===== config.mk =====
export PLATFORM = sky130hd
export DESIGN_NAME = elastic_pipeline
export DESIGN_NICKNAME = d
export VERILOG_FILES = /design/src/rtl/elastic_pipeline.sv
export SDC_FILE = /design/constraint.sdc
export NUM_CORES = 1
export LEC_CHECK = 0
export ABC_CLOCK_PERIOD_IN_PS = 5600
export BUFFER_PORTS_ARGS = -buffer_cell sky130_fd_sc_hd__clkbuf_2
export CORE_ASPECT_RATIO = 1.4
export CORE_UTILIZATION = 40
export CTS_CLUSTER_DIAMETER = 150
export DETAILED_ROUTE_END_ITERATION = 12
export GPL_TIMING_DRIVEN = 0
export PLACE_DENSITY = 0.59
export SYNTH_ARGS = -nofsm -noshare
export SYNTH_HDL_FRONTEND = slang
export SYNTH_SLANG_ARGS = --single-unit

===== constraint.sdc =====
create_clock -name clk -period 5.6 [get_ports clk]
set_clock_uncertainty 0.2 [all_clocks]
set_input_delay 1.12 -clock clk [delete_from_list [all_inputs] [get_ports clk]]
set_output_delay 1.12 -clock clk [all_outputs]
set_load 0.01 [all_outputs]

===== src/rtl/elastic_pipeline.sv =====
// Elastic valid/ready register pipeline with collapsing bubbles,
// synchronous flush and a registered occupancy count.
module elastic_pipeline #(
  parameter int DATA_W = 32,
  parameter int DEPTH  = 4
) (
  input  logic                       clk,
  input  logic                       rst,
  input  logic                       in_valid,
  output logic                       in_ready,
  input  logic [DATA_W-1:0]          in_data,
  output logic                       out_valid,
  input  logic                       out_ready,
  output logic [DATA_W-1:0]          out_data,
  input  logic                       flush,
  output logic [$clog2(DEPTH+1)-1:0] count
);

  localparam int CW = $clog2(DEPTH+1);

  if (DEPTH < 2 || DEPTH > 8) begin : g_bad_depth
    $error("elastic_pipeline: DEPTH must be 2..8");
  end

  logic [DEPTH-1:0]  r_v;
  logic [DATA_W-1:0] r_data [DEPTH];
  logic [CW-1:0]     r_count;

  logic [DEPTH-1:0]  w_rdy;
  logic [DEPTH-1:0]  w_ld;
  logic [DEPTH-1:0]  w_v_nxt;
  logic              w_take;
  logic [CW-1:0]     w_cnt_nxt;

  // Backward ready chain, stage load enables and next valid/count
  always_comb begin
    w_rdy     = '0;
    w_ld      = '0;
    w_v_nxt   = r_v;
    w_take    = 1'b0;
    w_cnt_nxt = '0;
    w_rdy[DEPTH-1] = ~r_v[DEPTH-1] | out_ready;
    for (int i = DEPTH-2; i >= 0; i--) begin
      w_rdy[i] = ~r_v[i] | w_rdy[i+1];
    end
    w_take = in_valid & w_rdy[0] & ~flush;
    w_ld   = w_rdy & {DEPTH{~flush}};
    if (flush) begin
      w_v_nxt = '0;
    end else begin
      if (w_rdy[0]) w_v_nxt[0] = w_take;
      for (int i = 1; i < DEPTH; i++) begin
        if (w_rdy[i]) w_v_nxt[i] = r_v[i-1];
      end
    end
    for (int i = 0; i < DEPTH; i++) begin
      w_cnt_nxt = w_cnt_nxt + CW'(w_v_nxt[i]);
    end
  end

  // Valid bits and occupancy count
  always_ff @(posedge clk or posedge rst) begin
    if (rst) begin
      r_v     <= '0;
      r_count <= '0;
    end else begin
      r_v     <= w_v_nxt;
      r_count <= w_cnt_nxt;
    end
  end

  // Data registers move only with a real word; bubbles leave stale data
  always_ff @(posedge clk or posedge rst) begin
    if (rst) begin
      for (int i = 0; i < DEPTH; i++) r_data[i] <= '0;
    end else begin
      if (w_ld[0] && w_take) r_data[0] <= in_data;
      for (int i = 1; i < DEPTH; i++) begin
        if (w_ld[i] && r_v[i-1]) r_data[i] <= r_data[i-1];
      end
    end
  end

  assign in_ready  = w_rdy[0] & ~flush;
  assign out_valid = r_v[DEPTH-1];
  assign out_data  = r_data[DEPTH-1];
  assign count     = r_count;

endmodule


# After elaboration in Yosys (flattened, before gate mapping)
# Index checks and enable logic that the tools add are counted.
# totals
ff_bits	135
out_inout_bits	37
# classes
n_addsub	3
mux	5
n_bitwise	13
n_reduce_logical	4
# op_table
cell	n
$not 1->1	5
$and 4x4->4	1
$logic_and 1x1->1	4
$mux 1	4
$mux 4	1
$or 1x1->1	4
$add 2x1->3	1
$add 3x1->3	1
$and 1x1->1	3
$add 1x1->2	1

# Depth between registers and ports, before layout
# Gate-level depths: netlist of the first run.
# logic_depth
depth_word	12
ltp_mapped	7
ltp_nobuf	7

# Worst setup path after synthesis of the first run
# OpenSTA, ideal clock, no wires.
# synth_path
path_kind	input-to-reg
start	in out_ready
end	reg r_count[1] (netlist: count[1])
setup_ns	0.126
arrival_ns	2.767
slack_ns	2.506
path_stages	7
path_cell_list	and4b_1 a21oi_1 or2_2 fa_1 inv_1 ha_1 ha_1
# synth_via
elab_chain_cells	11
word_cells_on_any_way	14
cone_classes	add/sub (3); mux (5); bitwise (6)
# synth_rtl
element	line_no	source
from (decl)	13	input logic out_ready,
$or 1x1->1 (*)	42	w_rdy[DEPTH-1] = ~r_v[DEPTH-1] | out_ready;
$or 1x1->1 (3 in a row)	44	w_rdy[i] = ~r_v[i] | w_rdy[i+1];
$and 1x1->1 (2 in a row)	46	w_take = in_valid & w_rdy[0] & ~flush;
$mux 1	51	if (w_rdy[0]) w_v_nxt[0] = w_take;
$mux 4 (*)	48	if (flush) begin
$add 1x1->2	57	w_cnt_nxt = w_cnt_nxt + CW'(w_v_nxt[i]);
$add 2x1->3	57	
$add 3x1->3 (*)	57	
named net w_cnt_nxt[1]	33	logic [CW-1:0] w_cnt_nxt;
to (signal assigned)	68	r_count <= w_cnt_nxt;
to (decl)	27	logic [CW-1:0] r_count;
# Mark *: on every way through the listed nets, which the timed path passes. The rest lies on a longest branch.
# A chain may end at the register's enable or synchronous reset.

# Worst setup path in the final report of the first run
# layout_path
start	in out_ready
end	out in_ready
# layout_via
elab_chain_cells	5
# layout_rtl
element	line_no	source
$or 1x1->1	42	
$or 1x1->1 (3 in a row)	44	
$and 1x1->1	84	assign in_ready = w_rdy[0] & ~flush;
to (decl)	10	output logic in_ready,
# Every way passes these cells.

==> results of run 1 <==
worst min-delay path by stage:
stage	depth (start not counted)	slack (ns)	end	startpoint
5_1_grt	1	0.31	out_data[24]	r_data[56]
4_1_cts	1	0.29	out_data[23]	r_data[55]
2_1_floorplan	1	0.25	out_data[23]	r_data[55]
3_3_place_gp	1	0.26	out_data[23]	r_data[55]
6_report	1	0.29	out_data[23]	r_data[55]
3_5_place_dp	1	0.28	out_data[23]	r_data[55]
area by class of cell:
type                            instances  area share, %
Buffer                                 47           5.22
Clock buffer                           18           6.38
Clock inverter                         14           3.29
Inverter                                4          0.297
Multi-Input combinational cell        150           25.4
Sequential cell                       135           50.2
Tap cell                              182           3.38
Timing Repair Buffer                   74           5.84
sequential cells by signal (all words and copies together), names as in the netlist:
signal	count
r_data	96
out_data	32
r_v	4
count	3
Yosys cell counts:
| cell | number | share of area, % |
|---|---|---|
| nor2_1 | 6 | 0.41 |
| clkbuf_1 | 1 | 0.069 |
| nor2b_1 | 1 | 0.11 |
| nand2b_1 | 1 | 0.11 |
| buf_2 | 7 | 0.64 |
| buf_6 | 6 | 1.2 |
| dfrtp_1 | 135 | 62 |
| mux2_2 | 95 | 20 |
| fa_1 | 1 | 0.37 |
| clkbuf_2 | 1 | 0.092 |
| ha_1 | 2 | 0.46 |
| or3b_1 | 1 | 0.16 |
| buf_4 | 32 | 4.4 |
| inv_1 | 4 | 0.28 |
| a21oi_1 | 4 | 0.37 |
| and4b_1 | 1 | 0.18 |
| or2_2 | 3 | 0.34 |
| mux2_1 | 3 | 0.62 |
| a211o_1 | 1 | 0.16 |
| or3b_2 | 1 | 0.16 |
| mux2_4 | 30 | 8.3 |
stage by stage:
step	area, um^2	TNS, ns	setup WS [ns]	power [mW]
floorplan	5450	0	0.669	1.86
global placement	6050	-91.66	-0.687	2.01
detailed placement	6080	0	2.31	2.05
CTS	6730	0	2.46	3.28
global route	6730	0	2.41	3.40
finish	6730	0	2.49	3.23
power by group:
group	internal (mW)	switching, mW	total [mW]	leakage, nW
clock network	0.795	0.421	1.22	0.308
logic	0.417	0.204	0.621	1.37
registers	1.26	0.136	1.40	1.66
critical path, cell delays in order:
cell and delay (ns):
clkbuf_2 0.09, and4b_1 0.23, a21oi_1 0.19, clkbuf_2 0.16
per-layer routing:
metal	global-route usage (%)	vias up	routed length, um
met5	0	-	0
met4	5.95	0	106
met2	24.3	55	4820
met1	16.5	1433	3640
li1	-	1322	-
met3	4.69	5	352
cell families after synthesis:
group                      Yosys count  share of synthesized area (%)
buffers and inverters               51                           6.72
and+or+nand+nor                     14                           1.49
AOI/OAI and AO/OA                    5                          0.528
adders and majority gates            3                          0.826
DFF                                135                           61.9
muxes                              128                           28.5
==> impl_metrics.ini, run 1 <==
[routing]
antenna_left = 0
drcViolationCount = 0
vias = 2815
first_iter_violations = 36
via_per_inst = 4.51
wl_per_cell_um = 14.3
drt_pass1_iterations = 4
wl_um = 8910

[critical_path]
r2r_slack_ns = 3.20
critical_path_class = in2out
critical_path.max_fanout = 5
r2r-start = r_v[2]
worstSetupEndpoint = in_ready
crit_arrival_ns = 1.79
worstSetupStartpointType = input port
reg2regPathDepth = 7
r2r_end = count[1]
cp.required_ns = 4.28
cp-startpoint = out_ready
endpoint_kind = output port

[logic_synthesis]
syn_inst = 336
syn-num-nets = 376
yosysUniqueCellTypes = 21
yosys_warnings = 0
synth_area_um2 = 5450
seq_area_frac_synth_pct = 61.9
synth.avg_cell_area_um2 = 16.2
ys_ff_latch = 135

[floorplan]
coreArea_um2 = 13300
dieArea_um2 = 14100
die_w_um = 101
io_pins = 74
initial_core_util_pct = 40.9
rows = 50
die-height_um = 140

[global_routing]
overflow = 0
grt_pass1_wl_um = 15000
grt_pass1_vias = 3044
grt_max_degree = 80
antenna_found_initial = 0
grt_use_total_pct = 14.3

[clock_network]
cts_root_buffer = clkbuf_16
htree_num_levels = 4
worstSkewPairLatency_ns = 0.41
numCtsBuffers = 17
cts_resized = 0
clkTransAtPathRegs_ns = 0.06
holdBufCountCts = 0
cts.path.max_buffers = 2
cts_tree = built
cts.sinks = 135
postCtsSetupBuffers = 0

[cells_and_area]
layout.area.seq_um2 = 3380
final_common_cell = dfrtp_1
diodes = 0
final_cells = 624
fin_util_pct = 50.5
multi_input_area_um2 = 1710
fillers = 1198
fin_nets = 469
drive_gt1_share_pct = 63.6
syn_to_final_growth_pct = 23.4
final_cell_mix = dfrtp_1, mux2_2, clkbuf_2

[timing]
fin_hold_ws_ns = 0.285
fmax_ghz = 0.321
hold_viol_final = 0
final-max-slew-violation-count = 0
min_period_over_period_pct = 55.6
min_period_ns = 3.11
grt_setup_unrepaired = no
finalSetupViolCount = 0
relSlewSlack_pct = 64.7
tightest_slew_ns = 0.529

[run_status]
status = complete, no violations

[power_and_ir_drop]
leakagePower_nw = 3.33
vdd_drop_max_uv = 268
powerDensity_nw_per_um2 = 480

[run]
cap_viol_max_count = 0

[placed_design]
io_buffers = 73
dpl.hpwl_um = 5990
gp_congestion = 0.689
dp_cells = 592

[worst_hold_path]
worstHoldPathType = reg2reg
Power figures use the tool's default switching activity.
==> run 2: changes to the inputs <==
--- a/config.mk
+++ b/config.mk
@@ -5,14 +5,14 @@
 export SDC_FILE = /design/constraint.sdc
 export NUM_CORES = 1
 export LEC_CHECK = 0
-export ABC_CLOCK_PERIOD_IN_PS = 5600
+export ABC_CLOCK_PERIOD_IN_PS = 2540
 export BUFFER_PORTS_ARGS = -buffer_cell sky130_fd_sc_hd__clkbuf_2
 export CORE_ASPECT_RATIO = 1.4
 export CORE_UTILIZATION = 40
 export CTS_CLUSTER_DIAMETER = 150
 export DETAILED_ROUTE_END_ITERATION = 12
 export GPL_TIMING_DRIVEN = 0
-export PLACE_DENSITY = 0.59
+export PLACE_DENSITY = 0.61
 export SYNTH_ARGS = -nofsm -noshare
 export SYNTH_HDL_FRONTEND = slang
 export SYNTH_SLANG_ARGS = --single-unit
==> constraint.sdc (replaced) <==
create_clock -name clk -period 2.54 [get_ports clk]
set_clock_uncertainty 0.2 [all_clocks]
set_input_delay 0.508 -clock clk [delete_from_list [all_inputs] [get_ports clk]]
set_output_delay 0.508 -clock clk [all_outputs]
set_load 0.01 [all_outputs]
==> run 2 against run 1 <==
  * Via count is 0.64% lower
  * Setup slack worse by 2.4 ns
  * Combinational power is 120% higher
  * First-iteration DRC count is 33% higher
  * Sequential share of layout area is 0.19 points lower
  * Sequential power is 120% higher
  * Total power is 120% higher
  * Routed wire length is 0.64% lower
  * Non-clock buffer count is 3 higher
  * Global-route usage hardly changed
  * Critical path type is now reg2reg
==> impl_metrics.ini, run 2 (synthesis gave the netlist of run 1 again) <==
[clock_network]
cts.sinks = 135
clkTransAtPathRegs_ns = 0.06
htree_num_levels = 4
cts_root_buffer = clkbuf_16
postCtsSetupBuffers = 0
worstSkewPairLatency_ns = 0.40
cts_tree = built
cts.path.max_buffers = 2
numCtsBuffers = 17

[timing]
hold_viol_final = 0
relSlewSlack_pct = 60.8
tightest_slew_ns = 0.586
grt_setup_unrepaired = no
finalSetupViolCount = 0
fin_hold_ws_ns = 0.124
min_period_ns = 2.45
fmax_ghz = 0.408
final-max-slew-violation-count = 0
min_period_over_period_pct = 96.4

[cells_and_area]
fin_nets = 472
layout.area.seq_um2 = 3380
regMostFlops = r_data
fillers = 1162
final_common_cell = dfrtp_1
drive_gt1_share_pct = 63.5
multi_input_area_um2 = 1710
syn_to_final_growth_pct = 23.9
final_cell_mix = dfrtp_1, mux2_2, clkbuf_2
largest_reg_flops = 96
diodes = 0

[power_and_ir_drop]
vdd_drop_max_uv = 590
leakagePower_nw = 3.34
powerDensity_nw_per_um2 = 1050
power_mw = 7.07

[run]
cap_viol_max_count = 0

[critical_path]
endpoint_kind = register
crit_family = adder cells
cp_cell_sequence = and4b_1, a21oi_1, or2_2, fa_1, inv_1, ha_1, ha_1
critical_path_class = reg2reg
critical_path_buf_inv_count = 1
cp.required_ns = 2.63
crit_top_cell = ha_1
crit_arrival_ns = 2.54
worstSetupStartpointType = register
cp_slowest_cell = fa_1
critical_path.max_fanout = 5
crit_path_max_incr_delay_ns = 0.54

[floorplan]
die-height_um = 140
coreArea_um2 = 13300
rows = 50
initial_core_util_pct = 40.9
io_pins = 74
die_w_um = 101
dieArea_um2 = 14100

[routing]
drt_pass1_iterations = 5
wl_per_cell_um = 14.1
vias = 2797
via_per_inst = 4.47
drcViolationCount = 0
wl_um = 8850
antenna_left = 0
first_iter_violations = 48

[global_routing]
overflow = 0
grt_pass1_vias = 2920
grt_use_total_pct = 14.4
antenna_found_initial = 0
grt_pass1_wl_um = 15100
grt_max_degree = 44

[worst_hold_path]
worstHoldPathType = in2reg

[placed_design]
dpl.hpwl_um = 5920
io_buffers = 73
gp_congestion = 0.713

[run_status]
status = complete, no violations
## run 2: cell count changes in the layout (fill, tap and decap cells not counted)
| cell | previous run | this run |
|---|---|---|
| inv_6 | 5 | 0 |
| clkinv_4 | 1 | 2 |
| dlygate4sd3_1 | 0 | 1 |
| clkinvlp_4 | 3 | 4 |
| buf_12 | 0 | 3 |
| buf_16 | 1 | 0 |
| clkinv_2 | 1 | 3 |
## run 2: power by group
| group | switching (mW) | internal [mW] | total (mW) |
|---|---|---|---|
| logic | 0.448 | 0.924 | 1.37 |
| registers | 0.299 | 2.78 | 3.08 |
| clock network | 0.888 | 1.73 | 2.62 |
## run 2: final timing paths
kind                             start            to  slack [ns]  cells after the start
min in group asynchronous          rst  out_data[16]        0.51                      3
min reg2reg                 r_data[55]  out_data[23]        0.29                      1
max reg2reg                     r_v[2]      count[1]        0.09                      7
max in group asynchronous          rst    r_data[89]        0.77                      5
min                        in_data[16]   r_data[112]        0.12                      2
max                             r_v[2]      count[1]        0.09                      7
## run 2: final cells by class
type	count	share of cell area (%)
Clock buffer	18	6.35
Multi-Input combinational cell	150	25.3
Timing Repair Buffer	77	6.45
Clock inverter	13	3.04
Inverter	4	0.278
Tap cell	182	3.37
Sequential cell	135	50.0
Buffer	47	5.20
## run 2: layer usage
metal / vias up / GRT usage, % / part of all wire, %
li1: 1325 / - / -
met1: 1405 / 17.8 / 44
met2: 55 / 23.3 / 51
met3: 12 / 4.34 / 3.9
met4: 0 / 5.95 / 1.2
met5: - / 0 / 0
## run 2: timing repair
action                    CTS  global route
gates resized for setup     0             0
hold endpoints to repair   23             0
hold buffers                1             0
## run 2: worst reg2reg max path, stage by stage (launching register included)
cell and delay (ns):
dfrtp_1 0.41, and4b_1 0.31, a21oi_1 0.10, or2_2 0.29
fa_1 0.54, inv_1 0.05, ha_1 0.17, ha_1 0.27
## run 2: through the flow
step / setup slack [ns] / instances / instance area, um^2 / utilization [%] / TNS [ns]
after detailed placement: -0.139 / 594 / 6110 / 45.9 / -0.170
after global routing: 0.000770 / 626 / 6760 / 50.7 / 0
final: 0.0919 / 626 / 6760 / 50.7 / 0
after CTS: 0.0939 / 626 / 6760 / 50.7 / 0
after global placement: -0.627 / 591 / 6050 / 45.4 / -83.49
after floorplan: 0.0585 / 336 / 5460 / - / 0
==> run 3: changes to the inputs <==
==> config.mk (replaced) <==
export PLATFORM = sky130hd
export DESIGN_NAME = elastic_pipeline
export DESIGN_NICKNAME = d
export VERILOG_FILES = /design/src/rtl/elastic_pipeline.sv
export SDC_FILE = /design/constraint.sdc
export NUM_CORES = 1
export LEC_CHECK = 0
export ABC_AREA = 1
export ABC_CLOCK_PERIOD_IN_PS = 3000
export BUFFER_PORTS_ARGS = -buffer_cell sky130_fd_sc_hd__clkbuf_2
export CORE_ASPECT_RATIO = 1.4
export CORE_UTILIZATION = 30
export CTS_CLUSTER_DIAMETER = 150
export DETAILED_ROUTE_END_ITERATION = 12
export GPL_TIMING_DRIVEN = 0
export PLACE_DENSITY = 0.47
export SYNTH_ARGS = -nofsm -noshare
export SYNTH_HDL_FRONTEND = slang
export SYNTH_SLANG_ARGS = --single-unit
==> constraint.sdc (replaced) <==
create_clock -name clk -period 3 [get_ports clk]
set_clock_uncertainty 0.2 [all_clocks]
set_input_delay 0.6 -clock clk [delete_from_list [all_inputs] [get_ports clk]]
set_output_delay 0.6 -clock clk [all_outputs]
set_load 0.01 [all_outputs]
==> run 3 against run 2 <==
  * Clock power shrank 18%
  * Non-clock buffer count grew 15
  * Count of clock-buffer cells in the layout is 2 higher
  * Total power fell by 24%
  * Flip-flop and latch count unchanged
  * Largest cell class unchanged
==> impl_metrics.ini, run 3 <==
[timing]
relSlewSlack_pct = 61.0
fin_hold_ws_ns = 0.0402
finalSetupViolCount = 0
setup_tns_ns = 0
tightest_slew_ns = 0.584
fmax_ghz = 0.407
hold_viol_final = 0
final-max-slew-violation-count = 0
min_period_over_period_pct = 82.0
setup_ws_ns = 0.540
grt_setup_unrepaired = no
min_period_ns = 2.46

[global_routing]
grt_max_degree = 43
overflow = 0
antenna_found_initial = 0
grt_pass1_wl_um = 18800
grt_pass1_vias = 4012
grt_use_total_pct = 12.8

[floorplan]
rows = 58
die_w_um = 117
initial_core_util_pct = 30.6
dieArea_um2 = 18900
die-height_um = 162
io_pins = 74
coreArea_um2 = 18000

[logic_synthesis]
synth_top_area_share_pct = 61.3
netlist.top_cell.by_area = dfrtp_1
yosys_warnings = 0
synth_xor_area_share_pct = 0
synth.area.mux_share_pct = 0
synthArstFlopShare_pct = 100
syn-num-nets = 620
yosysMostFrequentCell = dfrtp_1
netlist_top_cells_count = dfrtp_1, nand2_1, inv_1
synth.avg_cell_area_um2 = 9.50
synth_top_family_by_area = simple AND/OR/NAND/NOR gates
synth_edf_count = 0
yosysUniqueCellTypes = 20
synthTopCellsByArea = dfrtp_1, nand2_1, o21ai_0
synth-compound-area-share_pct = 9.08
synth_flop_cell = dfrtp_1
seq_area_frac_synth_pct = 61.3
ys_ff_latch = 135
syn_inst = 580
synth-simple-area-share_pct = 16.2
synthAdderAreaFrac_pct = 0.817
synth_area_um2 = 5510

[run_status]
status = complete, no violations

[cells_and_area]
final_common_cell = dfrtp_1
syn_to_final_growth_pct = 24.2
final_cells = 925
fillers = 1933
final_cell_mix = dfrtp_1, nand2_1, inv_1
diodes = 0
multi_input_area_um2 = 1440
layout.area.seq_um2 = 3380
regMostFlops = r_data
largest_reg_flops = 96
drive_gt1_share_pct = 24.5
fin_nets = 714

[clock_network]
postCtsSetupBuffers = 0
holdBufCountCts = 0
numCtsBuffers = 17
htree_num_levels = 4
clkTransAtPathRegs_ns = 0.06
cts_resized = 0
cts.path.max_buffers = 2
worstSkewPairLatency_ns = 0.40
cts_tree = built
cts_root_buffer = clkbuf_16
cts.sinks = 135

[placed_design]
dp_cells = 895
pre_cts_ws_ns = 0.233
dpl.hpwl_um = 8240
io_buffers = 72
gp_congestion = 0.770

[power_and_ir_drop]
leakagePower_nw = 3.63
powerDensity_nw_per_um2 = 787
power_mw = 5.39
vdd_drop_max_uv = 360

[critical_path]
r2r-start = r_v[3]
cp.required_ns = 3.09
critical_path_class = reg2reg
worstSetupStartpointType = register
worstSetupEndpoint = count[1]
reg2regPathDepth = 9
r2r_end = count[1]
cp-startpoint = r_v[3]
crit_arrival_ns = 2.55
critical_path.max_fanout = 7
r2r_slack_ns = 0.54
endpoint_kind = register

[worst_hold_path]
worstHoldPathType = in2async

[routing]
drt_pass1_iterations = 4
vias = 3883
drcViolationCount = 0
wl_um = 11000
first_iter_violations = 139
wl_per_cell_um = 11.8
antenna_left = 0
via_per_inst = 4.20

[run]
cap_viol_max_count = 0
[run 3: changes by cell type after synthesis, moves of 6 or more]
| cell | previous run | this run |
|---|---|---|
| buf_6 | 6 | 0 |
| nand2_1 | 0 | 130 |
| o21ai_0 | 0 | 62 |
| mux2_2 | 95 | 0 |
| buf_2 | 7 | 15 |
| a21oi_1 | 4 | 34 |
| nor2_1 | 6 | 33 |
| inv_1 | 4 | 75 |
| buf_4 | 32 | 41 |
| nand4_1 | 0 | 32 |
| mux2_4 | 30 | 0 |
[run 3: power by group]
part | switching (mW) | internal [mW]
logic | 0.447 | 0.434
clock network | 0.725 | 1.42
registers | 0.172 | 2.19
[run 3: cell type report]
type / instances / area share [%]
buffer: 64 / 6.03
timing repair buffer: 75 / 6.14
multi-input combinational: 305 / 21.0
sequential: 135 / 49.3
tap: 240 / 4.39
clock inverter: 10 / 2.23
clock buffer: 20 / 6.67
inverter: 76 / 4.22
[run 3: logic make-up (layout without fill, tap and decap cells)]
logic type	Yosys count	in the layout
compound gates	100	100
simple gates	202	202
fa+ha+maj	3	3
flops	135	135
buf+inv	140	245
[run 3: worst min-delay path by stage]
stage                     start           to  cells past startpoint
finish                      rst  out_data[3]                      2
global route                rst  out_data[2]                      2
CTS                         rst  out_data[3]                      2
detailed placement  r_data[121]  r_data[121]                      2
global placement     r_data[96]   r_data[96]                      2
floorplan           r_data[100]  r_data[100]                      2
[run 3: critical path: stages, from the launching register on]
cell and delay (ns):
dfrtp_1 0.35, inv_1 0.05, nor2_2 0.16, nand4_2 0.24, inv_1 0.13, o21ai_0 0.15
fa_1 0.58, inv_1 0.04, ha_1 0.18, ha_1 0.27
[run 3: stage by stage]
stage	util, %	area (um^2)
after floorplan	-	5520
after global placement	34.3	6180
after detailed placement	34.7	6240
after CTS	38.0	6850
after global routing	38.0	6850
final	38.0	6850
[run 3: routing by layer]
metal	share of wire, %	track usage [%]	vias up	wire, um
met4	1.4	4.95	0	157
met5	0	0	-	0
met3	3.5	3.50	10	384
met2	50	21.2	74	5440
li1	-	-	1991	-
met1	45	15.6	1808	4970
